===== src/rtl/m68k_bus_arbiter.sv =====
// 68000-side bus arbiter: owns BG_n, services DMA BR_n/BGACK_n requests and
// gates new CPU bus cycles through cyc_grant. Also counts DMA takeovers.
module m68k_bus_arbiter #(
    parameter int GRANT_TIMEOUT  = 16,
    parameter int RECLAIM_CYCLES = 2,
    parameter int CNT_W          = 16
) (
    input  logic             M68K_CLK,
    input  logic             M68K_RESET_n,
    input  logic             M68K_BR_n,
    input  logic             M68K_BGACK_n,
    input  logic             cyc_start,
    input  logic             cyc_active,
    output logic             M68K_BG_n,
    output logic             cyc_grant,
    output logic             dma_active,
    output logic             timeout_pulse,
    output logic [CNT_W-1:0] grant_count,
    output logic [2:0]       state_dbg
);

    localparam int MAX_CYC = (GRANT_TIMEOUT > RECLAIM_CYCLES) ? GRANT_TIMEOUT : RECLAIM_CYCLES;
    localparam int CW      = (MAX_CYC > 2) ? $clog2(MAX_CYC) : 1;
    localparam logic [CW-1:0] GRANT_LAST   = CW'(GRANT_TIMEOUT - 1);
    localparam logic [CW-1:0] RECLAIM_LAST = CW'(RECLAIM_CYCLES - 1);

    typedef enum logic [2:0] {
        IDLE     = 3'd0,
        WAIT_END = 3'd1,
        GRANT    = 3'd2,
        OWNED    = 3'd3,
        RECLAIM  = 3'd4
    } state_t;

    state_t        state, state_next;
    logic [CW-1:0] cnt, cnt_next;
    logic          timeout_next;

    // Raw active-low flops; idle (reset) level is 1 so nothing looks requested.
    logic br_meta, br_sync, bgack_meta, bgack_sync;
    logic br_s, bgack_s;

    always_ff @(posedge M68K_CLK or negedge M68K_RESET_n) begin
        if (!M68K_RESET_n) begin
            br_meta    <= 1'b1;
            br_sync    <= 1'b1;
            bgack_meta <= 1'b1;
            bgack_sync <= 1'b1;
        end else begin
            br_meta    <= M68K_BR_n;
            br_sync    <= br_meta;
            bgack_meta <= M68K_BGACK_n;
            bgack_sync <= bgack_meta;
        end
    end

    assign br_s    = !br_sync;
    assign bgack_s = !bgack_sync;

    always_comb begin
        state_next   = state;
        cnt_next     = cnt;
        timeout_next = 1'b0;
        case (state)
            IDLE: begin
                if (br_s) begin
                    // A cycle starting on the same clock as the request wins.
                    state_next = (cyc_active || cyc_start) ? WAIT_END : GRANT;
                    cnt_next   = '0;
                end
            end
            WAIT_END: begin
                if (!br_s) begin
                    state_next = IDLE;
                end else if (!cyc_active && !cyc_start) begin
                    state_next = GRANT;
                    cnt_next   = '0;
                end
            end
            GRANT: begin
                if (bgack_s) begin
                    state_next = OWNED;
                end else if (!br_s) begin
                    state_next = IDLE;
                end else if (cnt == GRANT_LAST) begin
                    state_next   = IDLE;
                    timeout_next = 1'b1;
                end else begin
                    cnt_next = cnt + CW'(1);
                end
            end
            OWNED: begin
                if (!bgack_s) begin
                    state_next = RECLAIM;
                    cnt_next   = '0;
                end
            end
            RECLAIM: begin
                if (cnt == RECLAIM_LAST) begin
                    state_next = IDLE;
                end else begin
                    cnt_next = cnt + CW'(1);
                end
            end
            default: begin
                state_next = IDLE;
                cnt_next   = '0;
            end
        endcase
    end

    // Outputs are registered from the next state so they change on the same
    // edge as the state they describe.
    always_ff @(posedge M68K_CLK or negedge M68K_RESET_n) begin
        if (!M68K_RESET_n) begin
            state         <= IDLE;
            cnt           <= '0;
            M68K_BG_n     <= 1'b1;
            cyc_grant     <= 1'b1;
            dma_active    <= 1'b0;
            timeout_pulse <= 1'b0;
            grant_count   <= '0;
        end else begin
            state         <= state_next;
            cnt           <= cnt_next;
            M68K_BG_n     <= (state_next != GRANT);
            cyc_grant     <= (state_next == IDLE);
            dma_active    <= (state_next == OWNED);
            timeout_pulse <= timeout_next;
            if (state_next == OWNED && state != OWNED) begin
                grant_count <= grant_count + CNT_W'(1);
            end
        end
    end

    assign state_dbg = state;

endmodule


===== config.mk =====
export PLATFORM = sky130hd
export DESIGN_NAME = m68k_bus_arbiter
export DESIGN_NICKNAME = d
export VERILOG_FILES = /design/src/rtl/m68k_bus_arbiter.sv
export SDC_FILE = /design/constraint.sdc
export NUM_CORES = 1
export LEC_CHECK = 0
export CORE_MARGIN = 5
export CORE_UTILIZATION = 30
export DETAILED_ROUTE_END_ITERATION = 12
export SYNTH_ARGS = -nofsm -noshare
export SYNTH_HDL_FRONTEND = slang
export SYNTH_SLANG_ARGS = --single-unit

===== constraint.sdc =====
create_clock -name M68K_CLK -period 2.01 [get_ports M68K_CLK]
set_clock_uncertainty 0.2 [all_clocks]
set_input_delay 0.402 -clock M68K_CLK [delete_from_list [all_inputs] [get_ports M68K_CLK]]
set_output_delay 0.402 -clock M68K_CLK [all_outputs]
set_load 0.01 [all_outputs]

# Yosys cells after proc, flatten, opt, wreduce, memory -nomap -nowiden
# Index checks and enable logic that the tools add are counted.
[classes] addsub=2 eq_ne=17 muxes=23 n_reduce_logical=8
[ops] cell="two-way mux 4 bit" count=8
[ops] cell="two-way mux 3 bit" count=8
[ops] cell="case mux 4 bit (5 select lines)" count=1
[ops] cell="adder 16 x 1 -> 16 bit, second input constant" count=1
[ops] cell="inequality test 2 bit, second input constant" count=8
[ops] cell="case mux 3 bit (5 select lines)" count=1
[ops] cell="== test 3 x 2 -> 1 bit, second input constant" count=3
[ops] cell="AND reduction 8 bit" count=1
[ops] cell="logical NOT 3 bit" count=2
[ops] cell="inequality test 3 x 2 -> 1 bit, second input constant" count=2
[ops] cell="adder 4 x 1 -> 4 bit, second input constant" count=1
[ops] cell="== test 4 x 1 -> 1 bit, second input constant" count=1
[ops] cell="== test 4 bit, second input constant" count=1
[ops] cell="two-way mux 1 bit" count=4
[ops] cell="== test 3 x 1 -> 1 bit, second input constant" count=1
[ops] cell="== test 3 bit, second input constant" count=1
[ops] cell="logical AND 1 bit" count=2
[ops] cell="logical NOT 1 bit" count=2
[ops] cell="two-way mux 2 bit" count=1
[ops] cell="logical OR 1 bit" count=1
[totals] reg_bits=31 inputBits=6 output_inout_bits=23 word_cells=61

# Longest topological paths before layout
# Gate-level depths: netlist (run 1).
[depth] depth_word=7 mapped_depth=6 depth_no_buf=6

# Worst setup path before layout (run 1)
# Ideal clock, no wire load.
[synth_timing] path_kind="register -> register" startpoint="register cnt[1]" endpoint="register cnt[0]" setup_time_ns=0.125 arrival_ns=1.581 t_required_ns=1.685 path_slack_ns=0.104 stages_incl_launch_ff=7 period_less_slack_ns=1.906 path_cell_list="dfrtp_1 -> inv_1 -> ha_1 -> or3b_2 -> o22ai_2 -> nor3_1 -> mux2_2"
[synth_between] elab_chain_len=3 elab_cells_between_ends=5 classes_between="eq/ne: 4; reduce/logical: 1"
[synth_lines] element="start: declaration" line_no="36" text="logic [CW-1:0] cnt, cnt_next;"
[synth_lines] element="start signal: assignment" line_no="125" text="cnt <= cnt_next;"
[synth_lines] element="== test 4 x 1 -> 1 bit / == test 4 bit (equally long branches)" line_no="99, 85"
[synth_lines] element="inequality test 2 bit (no source line)"
[synth_lines] element="AND reduction 8 bit (no source line) (*)"
# Every way passes the cells marked *; elsewhere a longest branch is shown, timed or not.
# A chain may end at the register's enable or synchronous reset.

# Worst setup path in the final report (run 1)
[layout_timing] startpoint="register cnt[1]" endpoint="register cnt[2]"
[layout_between] elab_chain_len=5 elab_cells_between_ends=11 classes_between="add/sub: 1; eq/ne: 4; mux: 5; reduce/logical: 1"
[layout_lines] element="adder 4 x 1 -> 4 bit" line_no="89, 102"
[layout_lines] element="two-way mux 4 bit" line_no="85" text="end else if (cnt == GRANT_LAST) begin"
[layout_lines] element="two-way mux 4 bit" line_no="83" text="end else if (!br_s) begin"
[layout_lines] element="two-way mux 4 bit" line_no="81" text="if (bgack_s) begin"
[layout_lines] element="case mux 4 bit (5 select lines)" line_no="64" text="case (state)"
# Parallel ways exist; a longest one is shown, timed or not. The select of a mux whose other input is x is not followed.

==> impl_metrics.ini, run 1 <==
[power_and_ir_drop]
switching_share = 0.313
power.share.combinational = 0.368
total_power_divided_by_cell_area_nw_per_um2 = 1120
power.static_leakage_nw = 0.894
power_frac_clock = 0.269
share_seq_of_total_power = 0.364
switching_power_mw = 0.737
internal_mw = 1.62
vdd.ir_drop.worst_mv = 0.358
fin_total_pwr_mw = 2.35

[layout]
layout.cells.most_common_list = sky130_fd_sc_hd__clkdlybuf4s50_1, sky130_fd_sc_hd__dfrtp_1, sky130_fd_sc_hd__nor2_1, sky130_fd_sc_hd__buf_4, sky130_fd_sc_hd__xor2_1
areaGrowthSynthToFinish_pct = 44.5
diodes = 0
fillers = 445
mostFrequentLayoutCell = sky130_fd_sc_hd__clkdlybuf4s50_1
finish.cell_count_without_fillers = 241
layout.area.seq_sq_um = 788
post_route_cells_drive_above_1_share = 0.310
num-nets-final = 182
multiInputGateArea_sq_um = 697

[global_route]
grt_pass1_wl_um = 5580
first_global_vias = 1159
antenna_violations_before_repair = 0
grt_total_usage = 0.114
grt_remaining_overflow = 0
pin_count_of_the_biggest_net_entering_global_routing = 32

[synth]
ys_seq_area_frac = 0.538
syn_avg_cell_area_sq_um = 11.5
synth_seq_cells = 31
yosys.area.top_type_share = 0.430
yosys-top-cells-area = sky130_fd_sc_hd__dfrtp_1, sky130_fd_sc_hd__dfstp_2, sky130_fd_sc_hd__xor2_1, sky130_fd_sc_hd__xnor2_1, sky130_fd_sc_hd__nor2_1
yosysTopAreaCell = sky130_fd_sc_hd__dfrtp_1
synth_async_sr_flop_share = 1.00
postSynthNetCount = 135
syn_area_sq_um = 1460
postSynth.topFlopCell = sky130_fd_sc_hd__dfrtp_1
synthesis.instances = 126
synthDistinctLibCells = 38
synth.yosys.warnings = 0
synth-edff-count = 0

[flow_run]
cap_violations = 0

[route]
routed_wl_um = 3210
dr_total_vias = 1116
route.detailed.vias_per_inst = 4.63
initialDrtViolationCount = 39
wl_per_cell_um = 13.3
detail-route-antenna-nets = 0
dr.pass1.iters = 4
drc_errors = 0

[setup_path]
r2r_cells = 7
crit_chain = inv_1 > ha_1 > or3b_4 > o22ai_4 > buf_6 > or3_4 > o31ai_2
cp_top_family = simple AND/OR/NAND/NOR gates
worstSetupStartpointType = register
worst_path_max_delay_cell = sky130_fd_sc_hd__dfrtp_1
critical_path_peak_fanout = 4
r2r_setup_slack_ns = 0.04
critical_path_type = register to register
worst_r2r_startpoint = cnt[1]
worst_path_largest_cell_delay_ns = 0.41
worst_setup_path_end_kind = register
arrival_ns = 1.96
path_depth = 7
timing.critical_path.required_ns = 2.00
critPathBufInv = 2
crit_start = cnt[1]

[cts]
clock_tree_from_tritoncts = built
clock_sinks = 31
clock_tree.buffer_depth = 2
tritoncts.num_buffers = 5
clk_pin_slew_worst_paths_ns = 0.06
clk_latency_ns = 0.28
cts_hold_buf = 0
htreeDepth = 2
cts.root.buffer_cell = sky130_fd_sc_hd__clkbuf_8

[timing]
slew_headroom = 0.736
report.final.slew_viol_count = 0
finalWorstPathRequiredPeriod_ns = 1.97
maximum_frequency_from_static_timing_analysis_mhz = 507
pin_slew_with_the_least_headroom_to_its_limit_ns = 0.396
part_of_the_cycle_the_worst_path_needs = 0.981
final_critical_path_setup_slack_ns = 0.0384
grt_setup_unrepaired = true
timing.final.hold_violations = 0
setup_viol = 0

[placed_design]
buffer_ports.inserted = 28
placedCellCount = 228
routabilityCongestion = 0.779
detailedPlace.worstSlack_ns = -0.200
detailedPlacementHpwl_um = 2280

[hold_path]
worst_hold_path.num_cells = 0
hold_start = br_meta
min_path_type = register to register

[floorplanning]
chipWidth_um = 79.6
dieArea_sq_um = 6340
rows = 25
initial_core_util = 0.308
floorplan.io_pins = 29
core_area_sq_um = 4720
dieHeight_um = 79.6

[status]
status = completed
## power by group through the flow
stage          Clock (mW)  Sequential, mW  Combinational, mW
3_5_place_dp            0           0.885              0.728
5_1_grt             0.679           0.873              0.947
4_1_cts             0.665           0.848              0.797
6_report            0.632           0.856              0.865
2_1_floorplan           0           0.875              0.418
3_3_place_gp            0           0.874              0.710
## metrics by stage
step | area [sq um] | utilization | TNS [ns] | hold WS (ns)
6_report | 2100 | 0.445 | 0 | 0.157
5_1_grt | 2100 | 0.445 | -0.0518 | 0.162
4_1_cts | 2010 | 0.425 | 0 | 0.160
3_5_place_dp | 1870 | 0.395 | -0.570 | 0.150
3_3_place_gp | 1870 | 0.395 | -0.287 | 0.147
2_1_floorplan | 1460 | - | 0 | -0.0936
## worst reg2reg max path, delay by kind of cell (launching register included)
| family | cells | cell delay, ns |
|---|---|---|
| adders and majority gates | 1 | 0.18 |
| AOI/OAI and AO/OA | 2 | 0.28 |
| buffers and inverters | 2 | 0.19 |
| DFF | 1 | 0.41 |
| and+or+nand+nor | 2 | 0.62 |
## flip-flops by register name, summed over array words and instances, names as in the netlist
register	cells
timeout_pulse	1
bgack_sync	1
br_meta	1
cnt	4
state_dbg	3
br_sync	1
cyc_grant	1
dma_active	1
bgack_meta	1
M68K_BG_n	1
grant_count	16
## synth_stat cells, types with 4 or more instances
library cell	n
sky130_fd_sc_hd__dfrtp_1	25
sky130_fd_sc_hd__dfstp_2	6
sky130_fd_sc_hd__inv_1	5
sky130_fd_sc_hd__nand2_1	6
sky130_fd_sc_hd__nand2b_1	4
sky130_fd_sc_hd__nand3_1	5
sky130_fd_sc_hd__nor2_1	14
sky130_fd_sc_hd__nor3_1	4
sky130_fd_sc_hd__xnor2_1	7
sky130_fd_sc_hd__xor2_1	9
## layout make-up
cell class              count  area share
flip-flops and latches     31       0.375
multi-input cells          87       0.332
repair buffers             43       0.189
well taps                  67      0.0399
clock buffers               6      0.0393
clock inverters             2      0.0167
inverters                   5     0.00893
## logic make-up after synthesis
logic type	Yosys count	synth area share
AO/OA/AOI/OAI	12	0.0645
adder cells (fa/ha/maj)	3	0.0258
buffers and inverters	8	0.0318
multiplexers	3	0.0232
flip-flops	31	0.538
AND/OR/NAND/NOR	53	0.220
XOR/XNOR	16	0.0963
## layer usage
layer / GRT usage / up-vias / wire [um]
li1: - / 529 / -
met1: 0.136 / 554 / 1420
met2: 0.182 / 29 / 1560
met3: 0.0429 / 4 / 181
met4: 0.0464 / 0 / 43
met5: 0 / - / 0
## final timing paths
path / to
max: cnt[2]
min in group asynchronous: cnt[2]
min: br_sync
max in group asynchronous: cyc_grant
max reg2reg: cnt[2]
min reg2reg: br_sync
## what timing repair did
action | CTS | global route
pin swaps | 0 | 1
gates cloned | 0 | 0
setup endpoints to repair | 2 | 10
setup buffers | 3 | 2
gates resized for setup | 2 | 16
Note: power is estimated with default switching activity, not from simulation.
==> run 2: changes to the inputs <==
--- a/config.mk
+++ b/config.mk
@@ -8,6 +8,8 @@
 export CORE_MARGIN = 5
 export CORE_UTILIZATION = 30
 export DETAILED_ROUTE_END_ITERATION = 12
+export RECOVER_POWER = 25
+export SLEW_MARGIN = 15
 export SYNTH_ARGS = -nofsm -noshare
 export SYNTH_HDL_FRONTEND = slang
 export SYNTH_SLANG_ARGS = --single-unit
==> run 2 against run 1 <==
First-iteration DRC count is the same. Cell count unchanged. Non-clock buffer count unchanged. Wire length hardly changed. Count of clock-buffer cells in the layout is the same. Hold slack hardly changed. Critical path type unchanged. Largest cell class unchanged. Highest routed layer unchanged.
==> impl_metrics.ini, run 2 (synthesized netlist as in run 1, its figures left out) <==
[status]
status = completed

[layout]
post_route_cells_drive_above_1_share = 0.310
largest_reg_flops = 16
layout.cells.most_common_list = sky130_fd_sc_hd__clkdlybuf4s50_1, sky130_fd_sc_hd__dfrtp_1, sky130_fd_sc_hd__nor2_1, sky130_fd_sc_hd__buf_4, sky130_fd_sc_hd__xor2_1
mostFrequentLayoutCell = sky130_fd_sc_hd__clkdlybuf4s50_1
finish.cell_count_without_fillers = 241
diodes = 0
regMostFlops = grant_count
num-nets-final = 182
fillers = 445
postLayoutCoreUtil = 0.445
areaGrowthSynthToFinish_pct = 44.3

[route]
dr.pass1.iters = 4
initialDrtViolationCount = 39
route.detailed.vias_per_inst = 4.63
dr_total_vias = 1116
detail-route-antenna-nets = 0
routed_wl_um = 3210
drc_errors = 0
wl_per_cell_um = 13.3

[hold_path]
worst_hold_path.endpoint = br_sync
worst_hold_path.num_cells = 0
min_path_type = register to register
hold_start = br_meta

[power_and_ir_drop]
vdd.ir_drop.worst_mv = 0.358
switching_power_mw = 0.737
share_seq_of_total_power = 0.364
fin_total_pwr_mw = 2.35
switching_share = 0.314
total_power_divided_by_cell_area_nw_per_um2 = 1120
power_frac_clock = 0.269
power.static_leakage_nw = 0.894
power.share.combinational = 0.367
internal_mw = 1.61

[flow_run]
cap_violations = 0

[cts]
cts.root.buffer_cell = sky130_fd_sc_hd__clkbuf_8
clock_tree.buffer_depth = 2
clk_latency_ns = 0.28
htreeDepth = 2
clock_sinks = 31
clock_tree_from_tritoncts = built
tritoncts.num_buffers = 5
clk_pin_slew_worst_paths_ns = 0.06

[floorplanning]
chipWidth_um = 79.6
rows = 25
dieHeight_um = 79.6
floorplan.io_pins = 29
initial_core_util = 0.308
core_area_sq_um = 4720
dieArea_sq_um = 6340

[setup_path]
arrival_ns = 1.96
worstSetupStartpointType = register
critical_path_peak_fanout = 4
r2r_cells = 7
worst_setup_path_end_kind = register
worst_r2r_startpoint = cnt[1]
timing.critical_path.required_ns = 2.00
worst_r2r_endpoint = cnt[2]
critical_path_type = register to register
r2r_setup_slack_ns = 0.04

[global_route]
grt_pass1_wl_um = 5580
antenna_violations_before_repair = 0
grt_remaining_overflow = 0
grt_total_usage = 0.114
pin_count_of_the_biggest_net_entering_global_routing = 32
first_global_vias = 1159

[timing]
grt_setup_unrepaired = true
maximum_frequency_from_static_timing_analysis_mhz = 507
slew_headroom = 0.489
pin_slew_with_the_least_headroom_to_its_limit_ns = 0.766
setup_viol = 0
timing.final.hold_violations = 0
finalWorstPathRequiredPeriod_ns = 1.97
report.final.slew_viol_count = 0
part_of_the_cycle_the_worst_path_needs = 0.981

[placed_design]
placedCellCount = 228
buffer_ports.inserted = 28
routabilityCongestion = 0.779
detailedPlacementHpwl_um = 2280
==> run 2: how the worst max path moves through the flow <==
stage	slack (ns)	startpoint	cells after the start	to
finish	0.04	cnt[1]	7	cnt[2]
global route	-0.04	cnt[0]	6	cnt[2]
CTS	0.007	cnt[0]	6	cnt[2]
detailed placement	-0.20	cyc_start	5	cnt[0]
global placement	-0.11	cyc_start	5	cnt[0]
floorplan	0.10	cnt[1]	6	cnt[0]
==> run 2: what timing repair did <==
action | 4_1_cts | 5_1_grt
hold buffers | 0 | 0
gates resized for setup | 2 | 16
endpoints found under the setup margin | 2 | 10
endpoints found under the hold margin | 0 | 0
pin swaps | 0 | 1
setup buffers | 3 | 2
==> run 2: final cells by class <==
cell class | instances | area (sq um) | share of cell area
clock buffer | 6 | 82.6 | 0.0393
clock inverter | 2 | 35.0 | 0.0167
inverter | 5 | 18.8 | 0.00894
multi-input combinational | 87 | 697 | 0.332
sequential | 31 | 788 | 0.375
tap | 67 | 83.8 | 0.0399
timing repair buffer | 43 | 394 | 0.188
==> run 2: power by group through the flow <==
stage	Combinational, mW	Sequential, mW	Clock [mW]
2_1_floorplan	0.418	0.875	0
3_3_place_gp	0.710	0.874	0
3_5_place_dp	0.728	0.885	0
4_1_cts	0.797	0.848	0.665
5_1_grt	0.945	0.873	0.679
6_report	0.863	0.856	0.632
==> run 2: layer usage <==
metal	wire length [um]	global-route usage	up-vias
li1	-	-	529
met1	1420	0.136	554
met2	1560	0.182	29
met3	181	0.0429	4
met4	43	0.0464	0
met5	0	0	-
==> run 2: critical path, stage by stage (launching register included) <==
cell and delay, ns:
sky130_fd_sc_hd__dfrtp_1 0.41, sky130_fd_sc_hd__inv_1 0.06, sky130_fd_sc_hd__ha_1 0.18, sky130_fd_sc_hd__or3b_4 0.24
sky130_fd_sc_hd__o22ai_4 0.07, sky130_fd_sc_hd__buf_6 0.13, sky130_fd_sc_hd__or3_4 0.38, sky130_fd_sc_hd__o31ai_2 0.21
==> run 2: per-stage QoR <==
stage,hold WS (ns),worst slack [ns],instance area (sq um),setup TNS (ns)
after global placement,0.147,-0.112,1870,-0.287
after floorplan,-0.0936,0.104,1460,0
after CTS,0.160,0.00675,2010,0
after detailed placement,0.150,-0.200,1870,-0.570
after global routing,0.162,-0.0372,2100,-0.0518
final,0.157,0.0384,2100,0
